[config.mk]
export PLATFORM = sky130hd
export DESIGN_NAME = byte_print_sequencer
export DESIGN_NICKNAME = d
export VERILOG_FILES = /design/src/rtl/byte_print_sequencer.sv
export SDC_FILE = /design/constraint.sdc
export NUM_CORES = 1
export LEC_CHECK = 0
export BUFFER_PORTS_ARGS = -buffer_cell sky130_fd_sc_hd__buf_4
export CAP_MARGIN = 10
export CORE_MARGIN = 2
export CORE_UTILIZATION = 60
export CTS_BUF_LIST = sky130_fd_sc_hd__clkbuf_2
export DETAILED_ROUTE_END_ITERATION = 6
export PLACE_DENSITY = 0.82
export SYNTH_ARGS = -nofsm -noshare
export SYNTH_HDL_FRONTEND = slang
export SYNTH_SLANG_ARGS = --single-unit
[constraint.sdc]
create_clock -name CLOCK_50 -period 4.09 [get_ports CLOCK_50]
set_input_delay 0 -clock CLOCK_50 [delete_from_list [all_inputs] [get_ports CLOCK_50]]
set_output_delay 0 -clock CLOCK_50 [all_outputs]
set_load 0.01 [all_outputs]
[src/rtl/byte_print_sequencer.sv]
// Feeds print8x8 one glyph at a time from a byte FIFO, tracking a wrapping text cursor.
// Outputs are registered; beginPrint is high only in ISSUE. A full FIFO drops in_ready.
module byte_print_sequencer #(
  parameter int          FIFO_DEPTH = 8,
  parameter int          CELL       = 8,
  parameter int          SCREEN_W   = 160,
  parameter int          SCREEN_H   = 120,
  parameter logic [7:0]  NL_CODE    = 8'h0A
) (
  input  logic       CLOCK_50,
  input  logic       resetN,
  input  logic [7:0] in_data,
  input  logic       in_valid,
  output logic       in_ready,
  input  logic       clear_cursor,
  output logic [7:0] print_data,
  output logic [9:0] print_x,
  output logic [8:0] print_y,
  output logic       beginPrint,
  input  logic       donePrint,
  output logic [3:0] fifo_count,
  output logic       busy
);

  localparam int         AW     = (FIFO_DEPTH > 1) ? $clog2(FIFO_DEPTH) : 1;
  localparam logic [3:0] DEPTH4 = 4'(FIFO_DEPTH);
  localparam logic [9:0] X_LAST = 10'(SCREEN_W - CELL);
  localparam logic [8:0] Y_LAST = 9'(SCREEN_H - CELL);
  localparam logic [9:0] X_STEP = 10'(CELL);
  localparam logic [8:0] Y_STEP = 9'(CELL);

  typedef enum logic [1:0] {IDLE, ISSUE, WAIT} state_t;

  logic [7:0]    mem_q [FIFO_DEPTH];
  logic [AW-1:0] wr_ptr_q, rd_ptr_q;
  logic [3:0]    count_q, count_d;
  state_t        state_q;
  logic [9:0]    cur_x_q;
  logic [8:0]    cur_y_q;
  logic          clr_pend_q;
  logic [7:0]    pdata_q;
  logic [9:0]    px_q;
  logic [8:0]    py_q;
  logic          begin_q;
  logic          busy_q;

  logic       push, pop;
  logic [7:0] head;

  assign in_ready   = (count_q < DEPTH4);
  assign push       = in_valid && in_ready;
  // A pending clear takes the idle slot, so the pop waits one cycle behind it.
  assign pop        = (state_q == IDLE) && !clr_pend_q && (count_q != 4'd0);
  assign head       = mem_q[rd_ptr_q];

  assign print_data = pdata_q;
  assign print_x    = px_q;
  assign print_y    = py_q;
  assign beginPrint = begin_q;
  assign busy       = busy_q;
  assign fifo_count = count_q;

  function automatic logic [8:0] next_row(input logic [8:0] y);
    return (y == Y_LAST) ? 9'd0 : y + Y_STEP;
  endfunction

  always_comb begin
    count_d = count_q;
    case ({push, pop})
      2'b10:   count_d = count_q + 4'd1;
      2'b01:   count_d = count_q - 4'd1;
      default: count_d = count_q;
    endcase
  end

  always_ff @(posedge CLOCK_50) begin
    if (resetN && push) mem_q[wr_ptr_q] <= in_data;
  end

  always_ff @(posedge CLOCK_50) begin
    if (!resetN) begin
      wr_ptr_q   <= '0;
      rd_ptr_q   <= '0;
      count_q    <= 4'd0;
      state_q    <= IDLE;
      cur_x_q    <= 10'd0;
      cur_y_q    <= 9'd0;
      clr_pend_q <= 1'b0;
      pdata_q    <= 8'd0;
      px_q       <= 10'd0;
      py_q       <= 9'd0;
      begin_q    <= 1'b0;
      busy_q     <= 1'b0;
    end else begin
      count_q    <= count_d;
      begin_q    <= 1'b0;
      clr_pend_q <= clr_pend_q || clear_cursor;
      if (push) wr_ptr_q <= wr_ptr_q + AW'(1);

      case (state_q)
        IDLE: begin
          if (clr_pend_q) begin
            cur_x_q    <= 10'd0;
            cur_y_q    <= 9'd0;
            clr_pend_q <= clear_cursor;
          end else if (pop) begin
            rd_ptr_q <= rd_ptr_q + AW'(1);
            if (head == NL_CODE) begin
              cur_x_q <= 10'd0;
              cur_y_q <= next_row(cur_y_q);
            end else begin
              pdata_q <= head;
              px_q    <= cur_x_q;
              py_q    <= cur_y_q;
              begin_q <= 1'b1;
              busy_q  <= 1'b1;
              state_q <= ISSUE;
            end
          end
        end
        ISSUE: state_q <= WAIT;
        WAIT: begin
          if (donePrint) begin
            if (cur_x_q == X_LAST) begin
              cur_x_q <= 10'd0;
              cur_y_q <= next_row(cur_y_q);
            end else begin
              cur_x_q <= cur_x_q + X_STEP;
            end
            busy_q  <= 1'b0;
            state_q <= IDLE;
          end
        end
        default: begin
          busy_q  <= 1'b0;
          state_q <= IDLE;
        end
      endcase
    end
  end

endmodule
==> results of run 1 <==
==> repair_timing <==
item                                    CTS  global route
setup buffers                             0             0
endpoints found under the hold margin   112             0
hold buffers                             12             0
endpoints found under the setup margin    0             0
==> metal layers <==
layer,vias to the layer above,wire length (um),global-route usage
met5,-,0,0
met4,0,99,0.0930
met3,11,454,0.0538
met2,97,5160,0.395
met1,1606,4160,0.299
li1,1512,-,-
==> layout by cell type, fill, tap and decap left out, types with 4 or more instances in the layout <==
cell	count
nor2_1	49
o221a_1	4
a32o_1	4
inv_1	9
clkbuf_2	19
o21ai_0	7
inv_6	4
o21ai_1	4
xor2_1	5
ha_1	7
nand2_1	24
edfxtp_1	64
nor4_1	4
buf_4	50
bufinv_16	4
and3_1	6
nor3_2	4
dlygate4sd3_1	12
mux2_2	8
nor2b_1	4
mux4_2	16
a21oi_1	8
dfxtp_1	58
mux2i_1	29
nor3_1	4
nand3_1	7
==> critical path, cell delays in order, from the launching register on <==
cell and delay (ns):
dfxtp_1 0.88, mux4_2 0.60, mux2_2 0.32, nor4b_4 0.32, a41o_1 0.49, o21ai_1 0.14, a32o_1 0.28
==> area by class of cell <==
type	instances	area, sq um
Clock buffer	19	95.1
Clock inverter	13	191
Fill cell	525	2340
Inverter	10	37.5
Multi-Input combinational cell	225	1760
Sequential cell	122	3080
Tap cell	105	131
Timing Repair Buffer	62	495
==> registers in the layout, indices dropped and copies added, names as in the netlist, named ones only <==
signal / cells
print_data: 8
print_x: 7
state_q: 2
mem_q: 64
fifo_count: 4
beginPrint: 1
print_y: 9
busy: 1
cur_x_q: 7
cur_y_q: 9
clr_pend_q: 1
rd_ptr_q: 3
wr_ptr_q: 3
==> logic make-up after synthesis <==
kind of cell	synth area share
DFF	0.617
AOI/OAI and AO/OA	0.0543
adders and majority gates	0.0175
muxes	0.148
other	0.000751
and+or+nand+nor	0.114
buffers and inverters	0.0361
xor gates and xnor gates	0.0123
==> through the flow <==
step	utilization	total power [uW]	hold WS (ns)	area, sq um	instances
global route	0.712	3530	0.0738	5790	556
global placement	0.662	2460	0.230	5390	512
finish	0.712	3370	0.110	5790	556
detailed placement	0.662	2500	0.238	5390	512
floorplan	-	2250	0.0989	5000	379
CTS	0.712	3390	0.0578	5790	556
==> power breakdown <==
group          internal, uW  switching, uW
Clock                   416            470
Sequential             1400            129
Combinational           463            489
==> worst paths after layout <==
path / slack (ns) / startpoint / cells past startpoint / endpoint
worst max-delay path: 1.01 / register / 6 / cur_y_q[8]
worst max register to register: 1.01 / register / 6 / cur_y_q[8]
worst min-delay path: 0.11 / in_data[6] / 2 / mem_q[1][6]
worst min register to register: 0.48 / busy / 2 / busy
==> summary.md, run 1 <==
| Metric | Value |
|---|---|
| Status | finished clean |
| TNS Setup | 0 ns |
| Die H | 95.3 um |
| Pin count of the biggest net entering global routing | 46 |
| Core area | 8130 sq um |
| Ys flop type | edfxtp_1 |
| Seq/Total Area, Yosys | 0.617 |
| Most frequent cell after synthesis | edfxtp_1 |
| Gr usage total | 0.236 |
| Synth unique cells | 44 |
| Routed vias/inst | 5.80 |
| Post-synth EDFFs | 64 |
| Skew final | 0.0361 ns |
| Worst hold path class | in -> reg |
| CTS sink cnt | 122 |
| Ranking of synthesized cells by area | edfxtp_1 (38%), dfxtp_1 (23%), mux4_2 (7.2%) |
| First-pass GRT wire length | 15,500 um |
| LEAKAGE | 0.00225 uW |
| Antenna Cells | 0 |
| Nets | 458 |
| Synth-to-Final Area Change | 16.0% |
| Vias in the first global route | 3,059 |
| Length of the first detailed-routing pass in iterations | 5 |
| TritonCTS clock tree | yes |
| Setup violations, final | 0 |
| Max cap viols | 0 |
| Bufs on Longest Clock Path | 2 |
| Worst-path fanout max | 13 |
| Core Rows | 33 |
| Antenna violation net count after detailed routing | 0 |
| Syn avg cell area | 13.3 sq um |
| DRC viols | 0 |
| Setup ws final | 1.01 ns |
| Maximum vdd drop | 0.281 mV |
| Post-CTS sizing | 0 |
| CTS Buf Count | 17 |
| Gr ovfl total | 0 |
| Critical Path AT | 3.67 ns |
| Cell type with the largest total area after synthesis | edfxtp_1 |
| Pwr/cell area | 581 nW/um^2 |
| Via count | 3,226 |
| CTS root buf | clkbuf_2 |
| Initial antenna violation count | 0 |
| Initial DRC count | 250 |
| IO Port Bufs | 43 |
| CTS clk-pin slew, worst paths | 0.21 ns |
| Worst relative slew slack | 0.377 |
| # H-tree levels | 4 |
| RSZ-0062 raised after global routing | false |
| Starting density of the core | 0.614 |
| WL/cell | 17.7 um |
| Post-DP HPWL | 6430 um |
| Crit share post-route | 0.753 |
| Commonest cells in the netlist | edfxtp_1 (64), dfxtp_1 (58), nor2_1 (49), mux2i_1 (29), nand2_1 (24) |
| Drt total wl | 9870 um |
| Async SR Flop Fraction | 0 |
| Final number of hold-violating endpoints | 0 |
| Pins Over Slew Limit | 0 |
| Synth warnings | 0 |
| Clk Latency, worst-skew pair | 0.66 ns |
| Register bit count reported by yosys | 122 |
| Worst Setup End Kind | register |
| Ratio of cells with drive above 1 in the final layout | 0.257 |
| Routability-driven placement congestion ratio | 0.829 |
| Share of the synthesized area in the top cell type | 0.385 |
| Critical path type | reg -> reg |
| Die X | 95.3 um |
| Slew @ Worst Pin | 0.929 ns |
| Peak Freq | 325 MHz |
| Final critical-path required period | 3.08 ns |
| Die area | 9070 sq um |
| Pre-CTS WS | 0.975 ns |
| Mapped cell area | 5000 sq um |
| Post-Synthesis Cells | 377 |
| Critical path startpoint category | register |
| Required time of the worst setup path | 4.68 ns |
| Boundary Pins | 47 |
Power figures use the tool's default switching activity.
==> run 2, diff against run 1 <==
clock period = 2.9 ns   (was 4.09 ns; I/O delays follow)
==> run 2 against run 1 <==
First-iteration DRC count shrank 41%. Clock power grew 8.6%. Critical path depth grew 1. Global-route usage shrank 1.2 points. Hold slack gained 0.039 ns. Clock-buffer cell count is the same. Total power grew 35%. Die area is the same. Sequential power grew 38%. Critical path type unchanged.
==> summary.md, run 2 (synthesized netlist as in run 1, its figures left out) <==
| Metric | Value |
|---|---|
| Worst-path fanout max | 14 (was 13) |
| Post-layout util | 0.716 (was 0.712) |
| Ratio of cells with drive above 1 in the final layout | 0.262 (was 0.257) |
| Slew @ Worst Pin | 0.788 ns (was 0.929 ns) |
| Via count | 3,221 (was 3,226) |
| Int Power | 3030 uW (was 2280 uW) |
| DRC viols | 0 (unchanged) |
| Largest Register | mem_q (unchanged) |
| First-pass GRT wire length | 14,900 um (was 15,500 um) |
| Worst Hold Path Cells | 2 (unchanged) |
| Worst flop-to-flop path endpoint | cur_y_q[6] (was cur_y_q[8]) |
| Max stage delay on crit path | 0.53 ns (was 0.88 ns) |
| Critical Path AT | 3.24 ns (was 3.67 ns) |
| Die H | 95.3 um (unchanged) |
| Vias in the first global route | 3,069 (was 3,059) |
| CTS clk-pin slew, worst paths | 0.20 ns (was 0.21 ns) |
| Critical path startpoint category | register (unchanged) |
| Maximum vdd drop | 0.479 mV (was 0.281 mV) |
| Pin count of the biggest net entering global routing | 46 (unchanged) |
| Worst Setup End Kind | register (unchanged) |
| Boundary Pins | 47 (unchanged) |
| TritonCTS clock tree | yes (unchanged) |
| Routed vias/inst | 5.67 (was 5.80) |
| Worst reg2reg path depth | 7 (was 6) |
| Commonest non-fill, non-tap cell in the layout | edfxtp_1 (unchanged) |
| Final critical-path required period | 2.70 ns (was 3.08 ns) |
| Antenna violation net count after detailed routing | 0 (unchanged) |
| Initial DRC count | 147 (was 250) |
| # H-tree levels | 4 (unchanged) |
| Crit share post-route | 0.933 (was 0.753) |
| Routability-driven placement congestion ratio | 0.762 (was 0.829) |
| CTS Buf Count | 17 (unchanged) |
| Switching share of total power | 0.335 (was 0.323) |
| Die area | 9070 sq um (unchanged) |
| Worst-path cell chain | buf_12 -> mux4_2 -> mux2_2 -> nor4b_2 -> a41o_1 -> o21ai_1 -> a32o_1 (was mux4_2 -> mux2_2 -> nor4b_4 -> a41o_1 -> o21ai_1 -> a32o_1) |
| Worst Hold End | mem_q[1][5] (was mem_q[1][6]) |
| Final number of hold-violating endpoints | 0 (unchanged) |
| Fin cells | 568 (was 556) |
| IO Port Bufs | 43 (unchanged) |
| Gr ovfl total | 0 (unchanged) |
| Worst hold path class | in -> reg (unchanged) |
| Gr usage total | 0.224 (was 0.236) |
| Commonest non-fill, non-tap cells in the layout | edfxtp_1 (64), dfxtp_1 (58), buf_4 (58) (was edfxtp_1 (64), dfxtp_1 (58), buf_4 (50)) |
| Design Power | 4550 uW (was 3370 uW) |
| Length of the first detailed-routing pass in iterations | 4 (was 5) |
| WL/cell | 17.0 um (was 17.7 um) |
| Initial antenna violation count | 1 (was 0) |
| Peak Freq | 370 MHz (was 325 MHz) |
| Skew final | 0.0374 ns (was 0.0361 ns) |
| Reg-to-reg slack, setup | 0.20 ns (was 1.01 ns) |
| Worst Hold Launch | in_data[5] (was in_data[6]) |
| Setup violations, final | 0 (unchanged) |
| Critical path type | reg -> reg (unchanged) |
| Seq pwr share | 0.464 (was 0.454) |
| Clk Latency, worst-skew pair | 0.63 ns (was 0.66 ns) |
| Die X | 95.3 um (unchanged) |
| Required time of the worst setup path | 3.43 ns (was 4.68 ns) |
| Pins Over Slew Limit | 0 (unchanged) |
| CP max stage cell | mux4_2 (was dfxtp_1) |
| Nets | 469 (was 458) |
| LEAKAGE | 0.00227 uW (was 0.00225 uW) |
| Starting density of the core | 0.614 (unchanged) |
| Part of the power in the clock network | 0.211 (was 0.263) |
| TNS Setup | 0 ns (unchanged) |
| Gate power share | 0.325 (was 0.283) |
| Status | finished clean (unchanged) |
| Placed cell count | 523 (was 512) |
| Post-DP HPWL | 6440 um (was 6430 um) |
| Max reg flops | 64 (unchanged) |
| Fin Hold WS | 0.149 ns (was 0.110 ns) |
| Worst relative slew slack | 0.474 (was 0.377) |
| Pwr/cell area | 782 nW/um^2 (was 581 nW/um^2) |
| Core Rows | 33 (unchanged) |
| RSZ-0062 raised after global routing | false (unchanged) |
| Sw power | 1520 uW (was 1090 uW) |
| Drt total wl | 9650 um (was 9870 um) |
| Max cap viols | 0 (unchanged) |
| Bufs on Longest Clock Path | 2 (unchanged) |
| Core area | 8130 sq um (unchanged) |
| Synth-to-Final Area Change | 16.5% (was 16.0%) |
| CTS sink cnt | 122 (unchanged) |
| Post-CTS sizing | 0 (unchanged) |
| CTS root buf | clkbuf_2 (unchanged) |
[run 2: cell count changes in the layout (fill, tap and decap cells not counted)]
cell | previous run | this run
buf_4 | 50 | 58
nor3_1 | 4 | 8
nor3_2 | 4 | 0
buf_12 | 0 | 3
bufinv_16 | 4 | 1
clkinvlp_4 | 1 | 4
clkinv_1 | 0 | 2
clkinv_4 | 2 | 0
diode_2 | 0 | 1
inv_4 | 1 | 0
inv_6 | 4 | 5
[run 2: area by class of cell]
class                           count  area [sq um]
Fill cell                         556          2310
Clock buffer                       19          95.1
Sequential cell                   122          3080
Antenna cell                        1          2.50
Inverter                           10          37.5
Clock inverter                     13           116
Multi-Input combinational cell    225          1740
Timing Repair Buffer               73           616
Tap cell                          105           131
[run 2: critical path, delay by kind of cell, from the launching register on]
| kind | cells | cell delay, ns |
|---|---|---|
| compound gates | 3 | 0.90 |
| buf+inv | 1 | 0.17 |
| flops | 1 | 0.39 |
| mux | 2 | 0.83 |
| simple gates | 1 | 0.33 |
[run 2: power by group through the flow]
| stage | sequential [uW] | clock (uW) | combinational [uW] |
|---|---|---|---|
| after global routing | 2130 | 1060 | 1590 |
| after floorplan | 2140 | 0 | 1040 |
| final | 2110 | 962 | 1480 |
| after CTS | 2110 | 980 | 1490 |
| after detailed placement | 2150 | 0 | 1470 |
| after global placement | 2140 | 0 | 1440 |
[run 2: worst max-delay path by stage]
stage | to | slack [ns]
floorplan | fifo_count[2] | 0.24
detailed placement | cur_y_q[6] | 0.21
global route | cur_y_q[6] | 0.03
global placement | cur_y_q[8] | 0.28
CTS | cur_y_q[6] | 0.19
finish | cur_y_q[6] | 0.20
[run 2: what timing repair did]
action,in CTS,in global routing
setup buffers,0,0
endpoints found under the hold margin,85,0
endpoints found under the setup margin,0,0
hold buffers,12,0
[run 2: stage by stage]
stage                     area (sq um)  setup WS, ns
after floorplan                   5000         0.241
after global placement            5490         0.276
after detailed placement          5490         0.212
after CTS                         5820         0.195
after global routing              5820        0.0301
final                             5820         0.195
[run 2: routing by layer]
metal | GRT usage | vias up | share of wire | routed length [um]
li1 | - | 1537 | - | -
met5 | 0 | - | 0 | 0
met2 | 0.388 | 91 | 0.51 | 4970
met1 | 0.270 | 1578 | 0.41 | 3920
met3 | 0.0601 | 15 | 0.063 | 607
met4 | 0.0809 | 0 | 0.016 | 158
